File: config.mk
export PLATFORM = sky130hd
export DESIGN_NAME = pipe_stage_reg
export DESIGN_NICKNAME = d
export VERILOG_FILES = /design/src/rtl/pipe_stage_reg.sv
export SDC_FILE = /design/constraint.sdc
export NUM_CORES = 1
export LEC_CHECK = 0
export ABC_AREA = 1
export CORE_MARGIN = 5
export CORE_UTILIZATION = 60
export CTS_BUF_LIST = sky130_fd_sc_hd__clkbuf_2 sky130_fd_sc_hd__clkbuf_4 sky130_fd_sc_hd__clkbuf_8
export CTS_CLUSTER_SIZE = 25
export DETAILED_ROUTE_END_ITERATION = 16
export DONT_BUFFER_PORTS = 1
export GPL_TIMING_DRIVEN = 0
export PLACE_DENSITY = 0.75
export REMOVE_ABC_BUFFERS = 1
export SLEW_MARGIN = 10
export SYNTH_ARGS = -nofsm -noshare
export SYNTH_HDL_FRONTEND = slang
export SYNTH_SLANG_ARGS = --single-unit
File: constraint.sdc
create_clock -name clk -period 2.1 [get_ports clk]
set_input_delay 0.525 -clock clk [delete_from_list [all_inputs] [get_ports clk]]
set_output_delay 0.525 -clock clk [all_outputs]
set_load 0.005 [all_outputs]
File: src/rtl/pipe_stage_reg.sv
// Pipeline stage register: valid/ready handshake, one-entry skid buffer,
// flush, and ctrl zeroing on bubbles.
//
// Ports:
//   clk                     rising-edge stage clock
//   rst_n                   synchronous reset, active-high (1 = reset)
//   in_valid / in_ready     upstream handshake
//   in_ctrl / in_data       upstream control / data bundles
//   flush                   kill held entries and the offered entry
//   out_valid / out_ready   downstream handshake
//   out_ctrl / out_data     main entry bundles (ctrl is 0 when not valid)
//   occupancy               entries held (0, 1, 2)
module pipe_stage_reg #(
  parameter int CTRL_W   = 16,
  parameter int DATA_W   = 128,
  parameter bit SKID_EN  = 1'b1,
  parameter bit CLR_DATA = 1'b0
) (
  input  logic              clk,
  input  logic              rst_n,
  input  logic              in_valid,
  output logic              in_ready,
  input  logic [CTRL_W-1:0] in_ctrl,
  input  logic [DATA_W-1:0] in_data,
  input  logic              flush,
  output logic              out_valid,
  input  logic              out_ready,
  output logic [CTRL_W-1:0] out_ctrl,
  output logic [DATA_W-1:0] out_data,
  output logic [1:0]        occupancy
);

  typedef enum logic [1:0] {
    EMPTY = 2'd0,
    ONE   = 2'd1,
    TWO   = 2'd2
  } state_t;

  state_t state, state_nx;

  logic [CTRL_W-1:0] main_ctrl, skid_ctrl;
  logic [DATA_W-1:0] main_data, skid_data;

  logic accept, emit;
  logic ld_main_in, ld_main_skid, ld_skid_in;
  logic clr_main_ctrl, clr_skid_ctrl;

  assign out_valid = (state != EMPTY);
  assign occupancy = state;
  assign out_ctrl  = out_valid ? main_ctrl : '0;
  assign out_data  = main_data;

  // With the skid buffer, in_ready depends only on registered state.
  // Without it, a full main entry can only take new data while draining.
  assign in_ready = SKID_EN ? ((state != TWO) & ~rst_n)
                            : ((~out_valid | out_ready) & ~rst_n);

  assign accept = in_valid & in_ready;
  assign emit   = out_valid & out_ready;

  always_ff @(posedge clk) begin
    if (rst_n) begin
      state <= EMPTY;
    end else if (flush) begin
      state <= EMPTY;
    end else begin
      state <= state_nx;
    end
  end

  always_comb begin
    state_nx      = state;
    ld_main_in    = 1'b0;
    ld_main_skid  = 1'b0;
    ld_skid_in    = 1'b0;
    clr_main_ctrl = 1'b0;
    clr_skid_ctrl = 1'b0;
    unique case (state)
      EMPTY: begin
        if (accept) begin
          state_nx   = ONE;
          ld_main_in = 1'b1;
        end
      end
      ONE: begin
        unique case ({accept, emit})
          2'b11: ld_main_in = 1'b1;
          2'b10: begin
            if (SKID_EN) begin
              state_nx   = TWO;
              ld_skid_in = 1'b1;
            end
          end
          2'b01: begin
            state_nx      = EMPTY;
            clr_main_ctrl = 1'b1;
          end
          default: state_nx = ONE;
        endcase
      end
      TWO: begin
        if (emit) begin
          state_nx      = ONE;
          ld_main_skid  = 1'b1;
          clr_skid_ctrl = 1'b1;
        end
      end
      default: state_nx = EMPTY;
    endcase
  end

  always_ff @(posedge clk) begin
    if (rst_n) begin
      main_ctrl <= '0;
      skid_ctrl <= '0;
      main_data <= '0;
      skid_data <= '0;
    end else if (flush) begin
      main_ctrl <= '0;
      skid_ctrl <= '0;
      if (CLR_DATA) begin
        main_data <= '0;
        skid_data <= '0;
      end
    end else begin
      if (ld_main_in) begin
        main_ctrl <= in_ctrl;
        main_data <= in_data;
      end else if (ld_main_skid) begin
        main_ctrl <= skid_ctrl;
        main_data <= skid_data;
      end else if (clr_main_ctrl) begin
        main_ctrl <= '0;
      end
      if (ld_skid_in) begin
        skid_ctrl <= in_ctrl;
        skid_data <= in_data;
      end else if (clr_skid_ctrl) begin
        skid_ctrl <= '0;
      end
    end
  end

endmodule
After elaboration in Yosys (flattened, before gate mapping)
Cells that the tools add are included.
- word-level logic and storage cells: 49
- register bits after elaboration: 290
- RAM bits: 0
- memories: 0
- memory bits (read-only): 0
- input bits: 149
- bits in latches: 0
- order comparisons: 0
- add/sub/neg operators: 0
- bitwise logic cells: 5
- divide/modulo/power cells: 0
- shifts and indexed selects: 0
- eq/ne operators: 9
- muxes and demuxes: 21
- $mul: 0
- reductions and logical operators: 9
- operators with widths (cell ; count):
    2-to-1 mux 128 bit ; 2
    2-to-1 mux 16 bit ; 6
    one-hot mux 2 bit (3 select lines) ; 2
    2-to-1 mux 1 bit ; 8
    inequality test 2 bit (second input constant) ; 4
    == test 2 bit (second input constant) ; 3
    nonzero test 2 bit ; 3
    == test 2 x 1 -> 1 bit (second input constant) ; 2
    2-to-1 mux 2 bit ; 2
    AND reduction 2 bit ; 2
    bitwise AND 1 bit ; 3
    AND reduction 3 bit ; 1
    nonzero test 3 bit ; 1
    logical NOT 2 bit ; 1
    inverter 1 bit ; 2
    one-hot mux 1 bit (2 select lines) ; 1
    OR reduction 2 bit ; 1

Longest topological paths before layout
Gate-level depths: netlist of the first run.
- word-level depth: 9
- depth in mapped cells: 13
- depth with buffers taken out: 11

Least setup slack after synthesis of the first run
Ideal clock, no wire load.
- path kind: flip-flop to flip-flop
- from: register state[1] (netlist: occupancy[1])
- to: register skid_data[125]
- data arrival time: 2.097 ns
- setup time: 0.064 ns
- path buffers: 3
- required time: 2.036 ns
- stages on the path, launching flop included: 12
- setup slack: -0.061 ns
- path through: dfxtp_1 -> nor2_1 -> nor2_1 -> inv_1 -> ha_1 -> clkbuf_1 -> nand3_1 -> inv_1 -> buf_2 -> buf_1 -> nor2_1 -> nor2_1
- word-level cells in the longest chain between the ends: 7
- elaborated cells on any way between the ends: 10
- those cells by class: eq/ne (3); mux (2); bitwise (3); reduce/logical (2)
- RTL lines (what ; RTL line ; RTL):
    start: declaration ; 39 ; state_t state, state_nx;
    start signal: assignment ; 67 ; state <= state_nx;
    inequality test 2 bit ; 55 ; assign in_ready = SKID_EN ? ((state != TWO) & ~rst_n)
    bitwise AND 1 bit ; 55 ;
    bitwise AND 1 bit ; 58 ; assign accept = in_valid & in_ready;
    == test 2 bit ; 86 ; unique case ({accept, emit})
    2-to-1 mux 1 bit ; 86 ;
    2-to-1 mux 1 bit (*) ; 78 ; unique case (state)
    AND reduction 2 bit (no source line) (*) ; - ;
    end signal: assignment ; 137 ; skid_data <= in_data;
    end: declaration ; 42 ; logic [DATA_W-1:0] main_data, skid_data;
Every way passes the cells marked *; elsewhere a longest branch is shown, timed or not.
A chain may end at the register's enable or synchronous reset.

Worst setup path after layout of the first run
- from: register state[1] (netlist: occupancy[1])
- to: register main_data[68] (netlist: out_data[68])
- word-level cells in the longest chain between the ends: 8
- elaborated cells on any way between the ends: 17
- those cells by class: eq/ne (4); mux (6); bitwise (3); reduce/logical (4)
- RTL lines (what ; RTL line ; RTL):
    inequality test 2 bit ; 55 ;
    bitwise AND 1 bit ; 55 ;
    bitwise AND 1 bit ; 58 ;
    == test 2 bit ; 86 ;
    2-to-1 mux 1 bit ; 86 ;
    one-hot mux 1 bit (2 select lines) ; 78 ;
    nonzero test 2 bit (no source line) ; - ;
    AND reduction 2 bit (no source line) ; - ;
    end signal: assignment ; 128 ; main_data <= in_data;
    end signal: assignment ; 131 ; main_data <= skid_data;
    end: declaration ; 42 ;
Parallel ways exist; a longest one is shown, timed or not.

==> results of run 1 <==
==> power by group through the flow <==
| stage | clock [mW] | combinational (mW) | sequential (mW) |
|---|---|---|---|
| finish | 5.43 | 1.03 | 5.81 |
| CTS | 5.47 | 1.01 | 5.81 |
| floorplan | 0 | 0.736 | 5.87 |
| global route | 5.74 | 1.16 | 5.82 |
| global placement | 0 | 0.961 | 5.92 |
| detailed placement | 0 | 0.859 | 5.93 |
==> cell type report <==
class                   count  share of cell area
multi-input cells        1477               0.414
inverters                 156              0.0417
repair buffers             52              0.0627
flip-flops and latches    290               0.387
clock inverters             1            0.000583
clock buffers              87              0.0713
repair inverters            1            0.000583
well taps                 275              0.0229
==> what timing repair did <==
| item | CTS | global route |
|---|---|---|
| setup endpoints to repair | 307 | 233 |
| buffers inserted | 21 | 3 |
| endpoints found under the hold margin | 0 | 0 |
| gates resized for setup | 30 | 19 |
| gates cloned | 22 | 1 |
| pin swaps | 8 | 8 |
==> flip-flops by register name, indices dropped and copies added (netlist names) <==
register,count
skid_ctrl,16
skid_data,128
out_data,128
occupancy,2
main_ctrl,16
==> through the flow <==
step                      TNS [ns]  utilization  instances  hold WS (ns)
after global routing        -0.818        0.711       2339         0.102
after global placement    -4626.21        0.601       2189         0.463
final                            0        0.711       2339         0.116
after CTS                        0        0.710       2338        0.0949
after detailed placement   -593.71        0.620       2207         0.471
after floorplan           -2408.14            -       1914         0.456
==> worst max-delay path by stage <==
stage	from	endpoint	slack (ns)	cells after the start
3_5_place_dp	rst_n	skid_data[27]	-2.44	11
6_report	occupancy[1]	out_data[68]	0.02	10
5_1_grt	occupancy[0]	out_data[107]	-0.05	14
4_1_cts	occupancy[0]	out_data[89]	0.002	13
3_3_place_gp	rst_n	out_data[6]	-18.98	6
2_1_floorplan	rst_n	out_data[0]	-10.11	6
==> cell usage after synthesis (3+ instances only) <==
| library cell | count |
|---|---|
| inv_1 | 154 |
| nand3_1 | 163 |
| buf_1 | 11 |
| o21ai_0 | 130 |
| nor2_1 | 569 |
| clkbuf_1 | 61 |
| ha_1 | 3 |
| buf_4 | 8 |
| dfxtp_1 | 290 |
| o21ai_1 | 12 |
| nand2_1 | 567 |
| buf_2 | 60 |
| a21oi_1 | 17 |
==> kinds of logic (layout without fill, tap and decap cells) <==
logic type | count (synthesis) | in the layout | share of synthesized area
adders and majority gates | 3 | 3 | 0.00289
buffers and inverters | 296 | 297 | 0.0936
and+or+nand+nor | 1305 | 1314 | 0.395
DFF | 290 | 290 | 0.447
AOI/OAI and AO/OA | 160 | 160 | 0.0618
==> cells in the final DEF (no fill, tap or decap), types with 5 or more instances in the layout <==
cell type and n:
buf_6 7, bufbuf_16 7, inv_1 150, nand2_1 562, buf_8 5, clkbuf_8 67
nand3_1 160, a21oi_1 17, buf_4 15, nor2_1 564, nand2_4 6, buf_16 11
clkbuf_4 20, o21ai_1 12, buf_12 6, o21ai_0 130, dfxtp_1 288
==> layer usage <==
layer,up-vias,global-route usage
met1,5637,0.396
met5,-,0
met4,0,0.133
li1,6225,-
met3,132,0.104
met2,656,0.521
==> metrics.md, run 1 <==
| Metric | Value |
|---|---|
| Total track usage | 0.321 |
| Share of layout cells above drive strength 1 | 0.0858 |
| Pwr Total | 12.3 mW |
| Multi-input gate area | 6220 um2 |
| Area share of the leading cell type in the synthesized netlist | 0.447 |
| Pre-CTS setup slack | -2.44 ns |
| Vias | 12,700 |
| Warnings from Yosys | 0 |
| DRT iter0 DRCs | about 1,000 |
| CTS Root Cell | clkbuf_8 |
| First-pass DRT Iterations | 5 |
| IO Count | 297 |
| Final setup violation count | 0 |
| Sw Share | 0.250 |
| Layout filler cell count | 1,748 |
| Synth Register Bits | 290 |
| Number of synthesized flops with an enable pin | 0 |
| Sequential share of the synthesized area | 0.447 |
| HP Start | in_ctrl[14] |
| Sw power | around 3.1 mW |
| Tmin final | 2.08 ns |
| Post-synthesis async set-or-reset flop share | 0 |
| Synth area leaders | dfxtp_1 (45%), nor2_1 (16%), nand2_1 (16%) |
| CP Launch Type | register |
| CP bufs+invs | 4 |
| Skew-Pair Late Insertion Delay | ~0.57 ns |
| Hold path cells | 2 |
| DRT antenna net count | 0 |
| Metal2 WL | 18,800 um |
| Combinational power share | 0.084 |
| Peak VDD IR | 466 uV |
| Wl on met1 | 15,900 um |
| CP cell instances | inv_2 > nand4_1 > buf_6 > buf_8 > nand3_4 > nand2_8 > buf_6 > nand2_1 > nand2_1 > nor2_1 |
| WS Path Type | register to register |
| Slowest-stage cell, CP | dfxtp_4 |
| Worst Path Required | 2.55 ns |
| Largest net degree at the start of global routing | between 100 and 150 |
| DRC violations left | 0 |
| Nets | 2,178 |
| Lkg Pwr | ~7.3 nW |
| Clock skew | 0.0273 ns |
| Met3 WL | 4980 um |
| Seq pwr share | 0.473 |
| Post-Syn Area | around 13,000 um2 |
| Synth unique cells | 19 |
| Final max-slew violation count | 0 |
| Placed instance area | ~13,000 um2 |
| Mapped Cells | a little over 2,000 |
| Worst-path fanout max | 39 |
| Die area | about 25,000 um2 |
| Status | completed |
| Setup ws final | 0.0225 ns |
| Die Span Y | 157 um |
| Initial Util | 0.614 |
| Flop2flop setup slack | 0.02 ns |
| CP endpoint kind | register |
| Final hold violation count | 0 |
| Register Area | just under 6000 um2 |
| Clock network fraction of design power | 0.443 |
| Pwr per Cell Area | 816 nW/um2 |
| Post-synth top area cell | dfxtp_1 |
| Reg clk slew, reported paths | 0.06 ns |
| Hpwl dp | 20,400 um |
| CTS Buf Count | 48 |
| Wire per inst | 17.8 um |
| CTS sink count | 290 |
| Worst r2r path cells | 10 |
| Top sig layer | met4 |
| Chip width | 157 um |
| CP arrival | 2.53 ns |
| Max stage delay on crit path | 0.45 ns |
| Vias in the first global route | 11,700 |
| Ant diodes | 0 |
| Final period util | 0.989 |
| First-pass GRT wire length | 63,300 um |
| # hold bufs at CTS | 0 |
| Slew HR | 0.375 |
| Initial antenna violation count | 0 |
| PortBufs | 0 |
| Synth Area per Inst | 6.32 um2 |
| Number of H-tree levels | 2 |
| Family with the most delay on the worst path | buffers and inverters |
| CTS Buffer Depth | 3 |
| Site row count | 53 |
| RR Startpoint | occupancy[1] |
| Placer congestion estimate | around 0.83 |
| Design Area, Final | approximately 15,000 um2 |
| Vias per cell | 5.41 |
| Max cap viols | 0 |
| Worst-Margin Slew | 0.933 ns |
| CTS tree | yes |
| Core Area | 21,200 um2 |
| Int Pwr | 9.20 mW |
| RSZ-0062 raised after global routing | true |
| Main synth FF type | dfxtp_1 |
| Reg-to-reg critical path endpoint | out_data[68] |
| Area growth syn-to-layout | 15.7% |
| Hold Path Class | primary input to register |
| Endpoint, Worst Hold | skid_ctrl[14] |
| GRT overflow | 0 |
| Drt total wl | 41,500 um |
| Max Freq | roughly 480 MHz |
Power figures use the tool's default switching activity.
==> run 2, diff against run 1 <==
--- a/config.mk
+++ b/config.mk
@@ -7,13 +7,13 @@
 export LEC_CHECK = 0
 export ABC_AREA = 1
 export CORE_MARGIN = 5
-export CORE_UTILIZATION = 60
+export CORE_UTILIZATION = 65
 export CTS_BUF_LIST = sky130_fd_sc_hd__clkbuf_2 sky130_fd_sc_hd__clkbuf_4 sky130_fd_sc_hd__clkbuf_8
 export CTS_CLUSTER_SIZE = 25
 export DETAILED_ROUTE_END_ITERATION = 16
 export DONT_BUFFER_PORTS = 1
 export GPL_TIMING_DRIVEN = 0
-export PLACE_DENSITY = 0.75
+export PLACE_DENSITY = 0.77
 export REMOVE_ABC_BUFFERS = 1
 export SLEW_MARGIN = 10
 export SYNTH_ARGS = -nofsm -noshare
==> constraint.sdc (replaced) <==
create_clock -name clk -period 2.53 [get_ports clk]
set_input_delay 0.6325 -clock clk [delete_from_list [all_inputs] [get_ports clk]]
set_output_delay 0.6325 -clock clk [all_outputs]
set_load 0.005 [all_outputs]
==> run 2 against run 1 <==
  * First-iteration DRC count rose by 2.3%
  * Critical path type unchanged
  * Non-clock buffer count decreased by 14
  * Combinational power down 21%
  * Global-route usage is 1.5 points higher
  * Maximum frequency decreased by 14%
  * Power fell by 20%
  * Flip-flop and latch count did not move
  * Clock power decreased by 22%
  * Register-to-register slack improved by 0.10 ns
==> metrics.md, run 2 (synthesized netlist as in run 1, its figures left out) <==
| Metric | Value |
|---|---|
| Status | completed |
| GRT overflow | 0 (unchanged) |
| Seq pwr share | 0.490 (+0.017) |
| Clock network fraction of design power | 0.428 (-0.015) |
| Chip width | 151 um (-3.7%) |
| Lkg Pwr | 7.11 nW (-2.4%) |
| CP bufs+invs | 5 (+1) |
| DRT iter0 DRCs | 1,065 (+2.3%) |
| Wire per inst | 17.4 um (-2.1%) |
| Die Span Y | 151 um (-3.7%) |
| Largest net degree at the start of global routing | 82 (-33%) |
| CTS Root Cell | clkbuf_8 |
| Worst Path Required | 2.96 ns (+0.41 ns) |
| Share of layout cells above drive strength 1 | 0.0738 (-0.0120) |
| IO Count | 297 (unchanged) |
| Design Area, Final | 14,600 um2 (-2.6%) |
| Initial antenna violation count | 1 (+1) |
| Final period util | 0.950 (-0.0395) |
| Number of H-tree levels | 2 (unchanged) |
| Max cap viols | 0 (unchanged) |
| CTS sink count | 290 (unchanged) |
| Drt total wl | 40,200 um (-3.3%) |
| Nets | 2,163 (-0.69%) |
| Ant diodes | 0 (unchanged) |
| Final hold violation count | 0 (unchanged) |
| Tmin final | 2.40 ns (+0.325 ns) |
| Slew HR | 0.415 (+0.0400) |
| CP Launch Type | register |
| Reg clk slew, reported paths | 0.06 ns (about the same) |
| Setup ws final | 0.127 ns (+0.105 ns) |
| Layout filler cell count | 1,606 (-8.1%) |
| CTS Buffer Depth | 3 (unchanged) |
| CTS tree | yes |
| Final max-slew violation count | 0 (unchanged) |
| Max Freq | 416 MHz (-14%) |
| Cell mode on critical path | nor2_1 |
| Sw power | 2.46 mW (-20%) |
| CTS Buf Count | 47 (-2.1%) |
| WS Path Type | register to register |
| Final setup violation count | 0 (unchanged) |
| Area growth syn-to-layout | 12.7% |
| Hold Path Class | primary input to register |
| Site row count | 51 (-3.8%) |
| Vias per cell | 5.37 (-0.68%) |
| CP cell instances | nor2_4 > nor2_1 > inv_1 > ha_4 > nand3_4 > buf_12 > buf_12 > inv_12 > bufbuf_16 > nor2_1 > nor2_1 |
| Clock skew | 0.0134 ns (-0.0139 ns) |
| Final setup TNS | 0 ns (unchanged) |
| Placed instance area | 13,100 um2 (-0.28%) |
| Worst-path fanout max | 50 (+28%) |
| PortBufs | 0 (unchanged) |
| DRC violations left | 0 (unchanged) |
| Slowest-stage cell, CP | dfxtp_4 |
| Family with the most delay on the worst path | buffers and inverters |
| Die area | 22,900 um2 (-7.2%) |
| Hpwl dp | 20,300 um (-0.53%) |
| Skew-Pair Late Insertion Delay | 0.55 ns (-0.02 ns) |
| Vias | 12,400 (-1.9%) |
| Multi-input gate area | 6180 um2 (-0.70%) |
| Core Area | 19,600 um2 (-7.4%) |
| CP endpoint kind | register |
| Register Area | 5810 um2 (about the same) |
| DRT antenna net count | 0 (unchanged) |
| Initial Util | 0.663 (+0.0490) |
| Vias in the first global route | 11,500 (-1.5%) |
| Combinational power share | 0.083 (about the same) |
| Placer congestion estimate | 0.832 (-0.29%) |
| Pwr per Cell Area | 672 nW/um2 (-18%) |
| Most frequent cells in the layout | nor2_1 (567), nand2_1 (566), dfxtp_1 (288), nand3_1 (161), inv_1 (150) |
| CP arrival | 2.83 ns (+0.30 ns) |
| Commonest non-fill, non-tap cell in the layout | nor2_1 |
| First-pass DRT Iterations | 6 (+1) |
| Final hold slack | 0.249 ns (+0.132 ns) |
| Sw Share | 0.250 (about the same) |
| Worst-Margin Slew | 0.874 ns (-0.0598 ns) |
| Total track usage | 0.337 (+0.0152) |
| Max stage delay on crit path | 0.44 ns (about the same) |
| Peak VDD IR | 556 uV (+19%) |
| Pre-CTS setup slack | -2.12 ns (+0.316 ns) |
| First-pass GRT wire length | 61,200 um (-3.3%) |
| RSZ-0062 raised after global routing | false |
| Int Pwr | 7.38 mW (-20%) |
[run 2: cell count changes in the layout (fill, tap and decap cells not counted), sizes merged]
cell	change
inv	-1
buf	-13
clkbuf	-7
clkinv	+4
bufbuf	-1
[run 2: power by group through the flow]
stage | Combinational (mW) | Clock, mW | Sequential (mW)
2_1_floorplan | 0.611 | 0 | 4.87
4_1_cts | 0.783 | 4.25 | 4.82
3_3_place_gp | 0.791 | 0 | 4.91
3_5_place_dp | 0.704 | 0 | 4.92
6_report | 0.812 | 4.21 | 4.82
5_1_grt | 0.921 | 4.48 | 4.83
[run 2: worst paths after layout]
kind | start | to | slack [ns] | cells past startpoint
worst max-delay path | occupancy[1] | skid_data[5] | 0.13 | 11
worst min-delay path | in_data[126] | skid_data[126] | 0.25 | 2
worst min register to register | skid_data[101] | skid_data[101] | 0.48 | 2
worst max register to register | occupancy[1] | skid_data[5] | 0.13 | 11
[run 2: stage by stage]
step | util | total power [mW] | std cells
finish | 0.747 | 9.84 | 2311
global route | 0.747 | 10.2 | 2311
CTS | 0.744 | 9.86 | 2305
detailed placement | 0.668 | 5.62 | 2197
global placement | 0.648 | 5.71 | 2179
floorplan | - | 5.48 | 1914
[run 2: timing repair]
item,in CTS,in global routing
pin swaps,6,3
buffers inserted,8,3
gates cloned,16,3
hold buffers,0,0
setup endpoints to repair,307,198
resized for setup,19,4
[run 2: layer usage]
metal,up-vias,share of wire,GRT usage
met4,2,0.042,0.161
met5,-,0.00035,0
met3,100,0.13,0.124
li1,6207,-,-
met1,5465,0.37,0.412
met2,639,0.45,0.525
[run 2: area by class of cell]
cell class,count,area share
clock inverters,4,0.00162
multi-input cells,1477,0.422
well taps,265,0.0226
clock buffers,80,0.0662
repair buffers,38,0.0480
flip-flops and latches,290,0.397
inverters,156,0.0422
repair inverters,1,0.000598
